`src/rtl/fetch_controller.sv`:
```
// Instruction-fetch sequencer: owns the fetch PC, drives a req/ready instruction memory and
// feeds IF/ID with redirect squash and a one-entry skid buffer. FETCH_PERF_EN adds perf counters.
module fetch_controller #(
    parameter int                ADDR_W    = 64,
    parameter logic [ADDR_W-1:0] RESET_PC  = '0,
    parameter logic [31:0]       NOP_INSTR = 32'hD503201F
) (
    input  logic              clock,
    input  logic              reset,
    input  logic              branch_taken,
    input  logic [ADDR_W-1:0] branch_target,
    input  logic              stall,
    output logic              imem_req,
    output logic [ADDR_W-1:0] imem_addr,
    input  logic              imem_ready,
    input  logic [31:0]       imem_rdata,
    output logic              if_valid,
    output logic [31:0]       if_instr,
    output logic [ADDR_W-1:0] if_pc
`ifdef FETCH_PERF_EN
    ,
    output logic [31:0]       perf_fetches,
    output logic [31:0]       perf_redirects,
    output logic [31:0]       perf_stall_cycles
`endif
);

    typedef enum logic [1:0] {
        S_IDLE,
        S_FETCH,
        S_HOLD,
        S_DISCARD
    } fetch_state_t;

    fetch_state_t      r_state, w_state_next;
    logic [ADDR_W-1:0] r_pc, w_pc_next;
    logic [ADDR_W-1:0] r_req_addr, w_req_next;
    logic [ADDR_W-1:0] r_if_pc, w_if_pc_next;
    logic [ADDR_W-1:0] r_skid_pc, w_skid_pc_next;
    logic [31:0]       r_if_instr, w_if_instr_next;
    logic [31:0]       r_skid_instr, w_skid_instr_next;
    logic              r_if_valid, w_if_valid_next;
    logic [ADDR_W-1:0] w_target;
    logic [ADDR_W-1:0] w_req_plus4;

    // Targets are word aligned; the low two bits from the branch unit are ignored.
    assign w_target    = branch_target & ~ADDR_W'(3);
    assign w_req_plus4 = r_req_addr + ADDR_W'(4);

    assign imem_req  = (r_state == S_FETCH) || (r_state == S_DISCARD);
    assign imem_addr = r_req_addr;
    assign if_valid  = r_if_valid;
    assign if_instr  = r_if_instr;
    assign if_pc     = r_if_pc;

    always_comb begin
        w_state_next      = r_state;
        w_pc_next         = r_pc;
        w_req_next        = r_req_addr;
        w_if_valid_next   = r_if_valid;
        w_if_instr_next   = r_if_instr;
        w_if_pc_next      = r_if_pc;
        w_skid_instr_next = r_skid_instr;
        w_skid_pc_next    = r_skid_pc;
        case (r_state)
            S_IDLE: begin
                w_state_next = S_FETCH;
                w_req_next   = r_pc;
            end
            S_FETCH: begin
                if (branch_taken) begin
                    w_pc_next       = w_target;
                    w_if_valid_next = 1'b0;
                    w_if_instr_next = NOP_INSTR;
                    // A pending request must drain at its original address before redirecting.
                    if (imem_ready) begin
                        w_req_next = w_target;
                    end else begin
                        w_state_next = S_DISCARD;
                    end
                end else if (imem_ready && !stall) begin
                    w_if_instr_next = imem_rdata;
                    w_if_pc_next    = r_req_addr;
                    w_if_valid_next = 1'b1;
                    w_pc_next       = w_req_plus4;
                    w_req_next      = w_req_plus4;
                end else if (imem_ready) begin
                    w_skid_instr_next = imem_rdata;
                    w_skid_pc_next    = r_req_addr;
                    w_pc_next         = w_req_plus4;
                    w_state_next      = S_HOLD;
                end else if (!stall) begin
                    w_if_valid_next = 1'b0;
                    w_if_instr_next = NOP_INSTR;
                end
            end
            S_HOLD: begin
                if (branch_taken) begin
                    w_pc_next       = w_target;
                    w_req_next      = w_target;
                    w_if_valid_next = 1'b0;
                    w_if_instr_next = NOP_INSTR;
                    w_state_next    = S_FETCH;
                end else if (!stall) begin
                    w_if_instr_next = r_skid_instr;
                    w_if_pc_next    = r_skid_pc;
                    w_if_valid_next = 1'b1;
                    w_req_next      = r_pc;
                    w_state_next    = S_FETCH;
                end
            end
            S_DISCARD: begin
                if (branch_taken) begin
                    w_pc_next = w_target;
                end
                if (imem_ready) begin
                    w_req_next   = branch_taken ? w_target : r_pc;
                    w_state_next = S_FETCH;
                end
            end
            default: begin
                w_state_next = S_IDLE;
            end
        endcase
    end

    always_ff @(posedge clock) begin
        if (!reset) begin
            r_state      <= S_IDLE;
            r_pc         <= RESET_PC;
            r_req_addr   <= RESET_PC;
            r_if_valid   <= 1'b0;
            r_if_instr   <= NOP_INSTR;
            r_if_pc      <= '0;
            r_skid_instr <= NOP_INSTR;
            r_skid_pc    <= '0;
        end else begin
            r_state      <= w_state_next;
            r_pc         <= w_pc_next;
            r_req_addr   <= w_req_next;
            r_if_valid   <= w_if_valid_next;
            r_if_instr   <= w_if_instr_next;
            r_if_pc      <= w_if_pc_next;
            r_skid_instr <= w_skid_instr_next;
            r_skid_pc    <= w_skid_pc_next;
        end
    end

`ifdef FETCH_PERF_EN
    logic        w_transfer;
    logic [31:0] r_perf_fetches, r_perf_redirects, r_perf_stall_cycles;

    // Discarded transfers still count as fetches since the memory did the work.
    assign w_transfer = imem_req && imem_ready;

    always_ff @(posedge clock) begin
        if (!reset) begin
            r_perf_fetches      <= '0;
            r_perf_redirects    <= '0;
            r_perf_stall_cycles <= '0;
        end else begin
            if (w_transfer) begin
                r_perf_fetches <= r_perf_fetches + 32'd1;
            end
            if (branch_taken) begin
                r_perf_redirects <= r_perf_redirects + 32'd1;
            end
            if (r_state == S_HOLD) begin
                r_perf_stall_cycles <= r_perf_stall_cycles + 32'd1;
            end
        end
    end

    assign perf_fetches      = r_perf_fetches;
    assign perf_redirects    = r_perf_redirects;
    assign perf_stall_cycles = r_perf_stall_cycles;
`endif

endmodule

```
`config.mk`:
```
export PLATFORM = sky130hd
export DESIGN_NAME = fetch_controller
export DESIGN_NICKNAME = d
export VERILOG_FILES = /design/src/rtl/fetch_controller.sv
export SDC_FILE = /design/constraint.sdc
export NUM_CORES = 1
export LEC_CHECK = 0
export BUFFER_PORTS_ARGS = -buffer_cell sky130_fd_sc_hd__buf_2
export CAP_MARGIN = 20
export CORE_ASPECT_RATIO = 0.6
export CORE_MARGIN = 8
export CORE_UTILIZATION = 35
export CTS_BUF_LIST = sky130_fd_sc_hd__clkbuf_8
export DETAILED_ROUTE_END_ITERATION = 16
export GPL_TIMING_DRIVEN = 0
export SLEW_MARGIN = 20
export SYNTH_ARGS = -nofsm -noshare
export SYNTH_HDL_FRONTEND = slang
export SYNTH_SLANG_ARGS = --single-unit
```
`constraint.sdc`:
```
create_clock -name clock -period 3.75 [get_ports clock]
set_input_delay 0.5625 -clock clock [delete_from_list [all_inputs] [get_ports clock]]
set_output_delay 0.5625 -clock clock [all_outputs]
set_load 0.1 [all_outputs]
```
==> impl_results.rst <==
.. list-table::
   :header-rows: 1

   * - Metric
     - Value
   * - Run status
     - completed
   * - Post-synthesis instance area
     - 15500 µm²
   * - Worst path slowest cell
     - sky130_fd_sc_hd__or4_1
   * - Startpoint of the most critical hold path
     - imem_rdata[4]
   * - Via count normalized by instance count
     - 6.04
   * - DP Area
     - 17500 µm²
   * - # H-tree levels
     - 2
   * - Library cell with the largest summed area after synthesis
     - sky130_fd_sc_hd__dfxtp_1
   * - R2r endpoint
     - imem_addr[53]$_SDFFE_PN0P_
   * - WHS
     - 181 ps
   * - Layout Nets
     - 2450
   * - Final min period
     - 3660 ps
   * - Synth warn
     - 0
   * - Total die area
     - 51400 µm²
   * - Top-Level Pins
     - 263
   * - Vias in the first global route
     - 16800
   * - Unique masters post-synth
     - 69
   * - Utilization after layout
     - 0.432
   * - Cell-by-cell listing of the critical path
     - clkbuf_1, nand2_1, or4_1, nor4_2, mux2_2, or3_1, a31oi_1
   * - Depth of the worst register-to-register path
     - 7
   * - DRT Pass-1 Iters
     - 6
   * - Root buf cell
     - sky130_fd_sc_hd__clkbuf_8
   * - Number of failing hold endpoints at the final stage
     - 0
   * - Worst skew pair latency
     - 640 ps
   * - Register-to-register setup slack
     - 90 ps
   * - Static power due to leakage
     - 7.04 nW
   * - DRT Wirelength
     - 79000 µm
   * - Switching share of total power
     - 0.380
   * - Post-route clock skew
     - 34.2 ps
   * - Placed insts
     - 2874
   * - Post-Syn Nets
     - 2138
   * - Cells taking the most area after synthesis
     - sky130_fd_sc_hd__dfxtp_1 (42%), sky130_fd_sc_hd__nand2_1 (11%), sky130_fd_sc_hd__a21oi_1 (4.9%)
   * - Number of synthesized register bits
     - 323
   * - Number of antenna violations at the first check in global routing
     - 4
   * - Max Slew Vio Count
     - 0
   * - Overall routing resource usage
     - 0.293
   * - Final clock period utilization by the worst path
     - 0.976
   * - Area share of the leading cell type in the synthesized netlist
     - 0.418
   * - Required time of the critical path
     - 4290 ps
   * - Wire length of the first global-routing pass
     - 113000 µm
   * - Total CTS buffers
     - 52
   * - Relative contribution of the clock network to total power
     - 0.366
   * - Number of remaining DRC errors
     - 0
   * - Max IR drop VDD
     - 0.286 mV
   * - CTS tree
     - done
   * - Proportion of power drawn by combinational gates
     - 0.245
   * - Half-perimeter wire length of the detailed placement result
     - 58400 µm
   * - Number of clock sinks
     - 323
   * - Total via count in the routed design
     - 18000
   * - Type of the tightest min-delay check
     - in2reg
   * - Count of fill cells added during filler insertion
     - 4533
   * - First DRT Iteration DRCs
     - 2183
   * - Net Sw Power
     - 3.77 mW
   * - Slew headroom
     - 0.201
   * - Start of the worst register-to-register path
     - imem_addr[28]$_SDFFE_PN0P_
   * - Min setup slack post-route
     - 88.7 ps
   * - Finish-stage setup viols
     - 0
   * - Slew at the pin with the worst max-slew slack
     - 1200 ps
   * - Sink of the worst hold path
     - r_skid_instr[4]$_SDFFE_PN1P_
   * - Ratio of cells with drive above 1 in the final layout
     - 0.163
   * - Min-Delay Path Depth
     - 3
   * - Maximum net fanout on the critical path
     - 10
   * - Nature of the critical path endpoint
     - flop
   * - Post-CTS setup buffer count
     - 0
   * - Area growth from synthesis to layout
     - 21.4%
   * - Highest cell delay on the worst timing path
     - 750 ps
   * - Initial Utilization
     - 0.356
   * - GRT overflow
     - 0
   * - Total power after layout
     - 9.94 mW
   * - Placeable Area
     - 43500 µm²
   * - GPL Wtd Cong
     - 0.987
   * - Final routed wire length divided by cell count
     - 26.6 µm
   * - Post-synthesis cell count
     - 2036
   * - Die Wd
     - 287 µm
   * - Per-instance average area after synthesis
     - 7.60 µm²
   * - Pint
     - 6.17 mW
   * - FP Rows
     - 59
   * - Chip height
     - 179 µm
   * - RSZ-0062 raised after global routing
     - no
   * - Share of synthesized registers carrying an async set or reset
     - 0
   * - Largest net degree at the start of global routing
     - 14
   * - Top achievable clock speed
     - 0.273 GHz
   * - Primary FF master, synth
     - sky130_fd_sc_hd__dfxtp_1
   * - Post-synth EDFFs
     - 0
   * - Data arrival time of the worst path
     - 4200 ps
   * - Maximum clock path buffer count
     - 3
   * - Count of port buffers added during placement
     - 258
   * - Element type at the critical path start
     - flop
   * - Crit path kind
     - reg2reg
   * - Detail Route Antenna Nets
     - 0
   * - Setup TNS after final layout
     - 0 ps
   * - Max-cap violations
     - 0
   * - Power density relative to cell area
     - 529 nW/µm²
   * - Portion of total power attributed to sequential cells
     - 0.389
   * - Final Instance Count excl. Fillers
     - 2975
   * - Clock transition at the registers of the reported paths
     - 70 ps
   * - Worst slack, placed
     - -564 ps
   * - Register area share after synthesis
     - 0.418
   * - Final design area excluding fillers
     - 18800 µm²
-- cell families after synthesis --
family                   Yosys count  synth area share
AO/OA/AOI/OAI                    522             0.229
XOR/XNOR                          30            0.0170
adder cells (fa/ha/maj)            1          0.000809
buffers and inverters            223            0.0557
flip-flops                       323             0.418
multiplexers                      21            0.0138
AND/OR/NAND/NOR                  916             0.266
-- power groups by stage --
stage	clock, mW	sequential, mW	combinational [mW]
after detailed placement	0	3.93	2.38
final	3.64	3.87	2.43
after floorplan	0	4.77	0.815
after global placement	0	3.93	2.36
after CTS	3.67	3.86	2.39
after global routing	3.84	3.89	2.53
-- cell usage after synthesis, types with 14 or more instances --
master / n
sky130_fd_sc_hd__nand2_1: 445
sky130_fd_sc_hd__dfxtp_1: 323
sky130_fd_sc_hd__clkbuf_1: 173
sky130_fd_sc_hd__nor2_1: 172
sky130_fd_sc_hd__a21oi_1: 152
sky130_fd_sc_hd__o21ai_0: 89
sky130_fd_sc_hd__nand3_1: 83
sky130_fd_sc_hd__nor3_1: 63
sky130_fd_sc_hd__a311oi_1: 62
sky130_fd_sc_hd__o221ai_1: 34
sky130_fd_sc_hd__a221oi_1: 32
sky130_fd_sc_hd__a211oi_1: 28
sky130_fd_sc_hd__and3_1: 25
sky130_fd_sc_hd__nand4_1: 24
sky130_fd_sc_hd__buf_1: 22
sky130_fd_sc_hd__nor4_1: 20
sky130_fd_sc_hd__o22ai_1: 19
sky130_fd_sc_hd__mux2i_1: 18
sky130_fd_sc_hd__xor2_1: 17
sky130_fd_sc_hd__o211ai_1: 16
sky130_fd_sc_hd__a22oi_1: 15
sky130_fd_sc_hd__and4_1: 15
sky130_fd_sc_hd__inv_1: 14
-- routing by layer --
| metal | vias up | wire, µm | track usage |
|---|---|---|---|
| li1 | 7945 | - | - |
| met1 | 8697 | 35300 | 0.421 |
| met2 | 1157 | 31800 | 0.422 |
| met3 | 174 | 9080 | 0.0681 |
| met4 | 0 | 2780 | 0.106 |
| met5 | - | 0 | 0 |
-- worst max-delay path, delay by kind of cell, from the launching register on --
| family | cells | cell delay (ps) |
|---|---|---|
| mux | 1 | 440 |
| buf+inv | 1 | 530 |
| compound gates | 1 | 190 |
| flops | 1 | 370 |
| simple gates | 4 | 2040 |
-- worst max-delay path by stage --
stage,startpoint,end,slack [ps],cells past startpoint
global route,imem_addr[28]$_SDFFE_PN0P_,imem_addr[53]$_SDFFE_PN0P_,40,7
CTS,r_state[0]$_SDFFE_PN0P_,r_skid_pc[57]$_SDFFE_PN0P_,120,11
global placement,branch_taken,imem_addr[30]$_SDFFE_PN0P_,-540,8
finish,imem_addr[28]$_SDFFE_PN0P_,imem_addr[53]$_SDFFE_PN0P_,90,7
floorplan,imem_addr[24]$_SDFFE_PN0P_,imem_addr[53]$_SDFFE_PN0P_,390,7
detailed placement,branch_taken,imem_addr[30]$_SDFFE_PN0P_,-560,8
-- sequential cells by signal, indices dropped and copies added, names as in the netlist --
name and flops:
r_state 2, if_pc 64, if_valid 1, r_pc 64
imem_addr 64, r_skid_pc 64, if_instr 32, r_skid_instr 32
-- cell usage in the layout (no fill, tap or decap), types with 7 or more instances in the layout --
cell type	Yosys	layout
sky130_fd_sc_hd__a221oi_1	32	32
sky130_fd_sc_hd__clkbuf_2	2	7
sky130_fd_sc_hd__nor4_1	20	16
sky130_fd_sc_hd__mux2i_1	18	18
sky130_fd_sc_hd__o221ai_1	34	34
sky130_fd_sc_hd__a311oi_1	62	62
sky130_fd_sc_hd__xnor2_1	13	13
sky130_fd_sc_hd__o31a_1	7	7
sky130_fd_sc_hd__clkbuf_1	173	167
sky130_fd_sc_hd__dfxtp_1	323	323
sky130_fd_sc_hd__o22ai_1	19	19
sky130_fd_sc_hd__o211ai_1	16	16
sky130_fd_sc_hd__nand2_1	445	445
sky130_fd_sc_hd__o21ai_0	89	89
sky130_fd_sc_hd__or3_1	13	13
sky130_fd_sc_hd__a21oi_1	152	151
sky130_fd_sc_hd__buf_1	22	22
sky130_fd_sc_hd__a31oi_1	8	8
sky130_fd_sc_hd__clkbuf_8	0	74
sky130_fd_sc_hd__nand2b_1	9	9
sky130_fd_sc_hd__and4_1	15	15
sky130_fd_sc_hd__nand3_1	83	83
sky130_fd_sc_hd__xor2_1	17	17
sky130_fd_sc_hd__a211oi_1	28	28
sky130_fd_sc_hd__and3_1	25	25
sky130_fd_sc_hd__buf_2	9	267
sky130_fd_sc_hd__a22oi_1	15	15
sky130_fd_sc_hd__nor2_1	172	172
sky130_fd_sc_hd__nor3_1	63	63
sky130_fd_sc_hd__nand4_1	24	24
sky130_fd_sc_hd__clkinv_2	0	11
sky130_fd_sc_hd__and2_1	13	13
sky130_fd_sc_hd__inv_1	14	20
-- layout make-up --
cell class / instances / area, µm² / area share
Inverter: 14 / 52.6 / 0.00280
Buffer: 208 / 812 / 0.0432
Clock inverter: 23 / 214 / 0.0114
Antenna cell: 5 / 12.5 / 0.000666
Clock buffer: 74 / 1020 / 0.0542
Multi-Input combinational cell: 1490 / 8180 / 0.435
Timing Repair Buffer: 259 / 1300 / 0.0693
Sequential cell: 323 / 6470 / 0.344
Tap cell: 579 / 724 / 0.0386
-- what timing repair did --
action                                  4_1_cts  5_1_grt
pin swaps                                     0        0
resized for setup                             1        8
hold buffers                                  0        0
endpoints found under the setup margin       10       55
(Power assumes the default switching activity.)
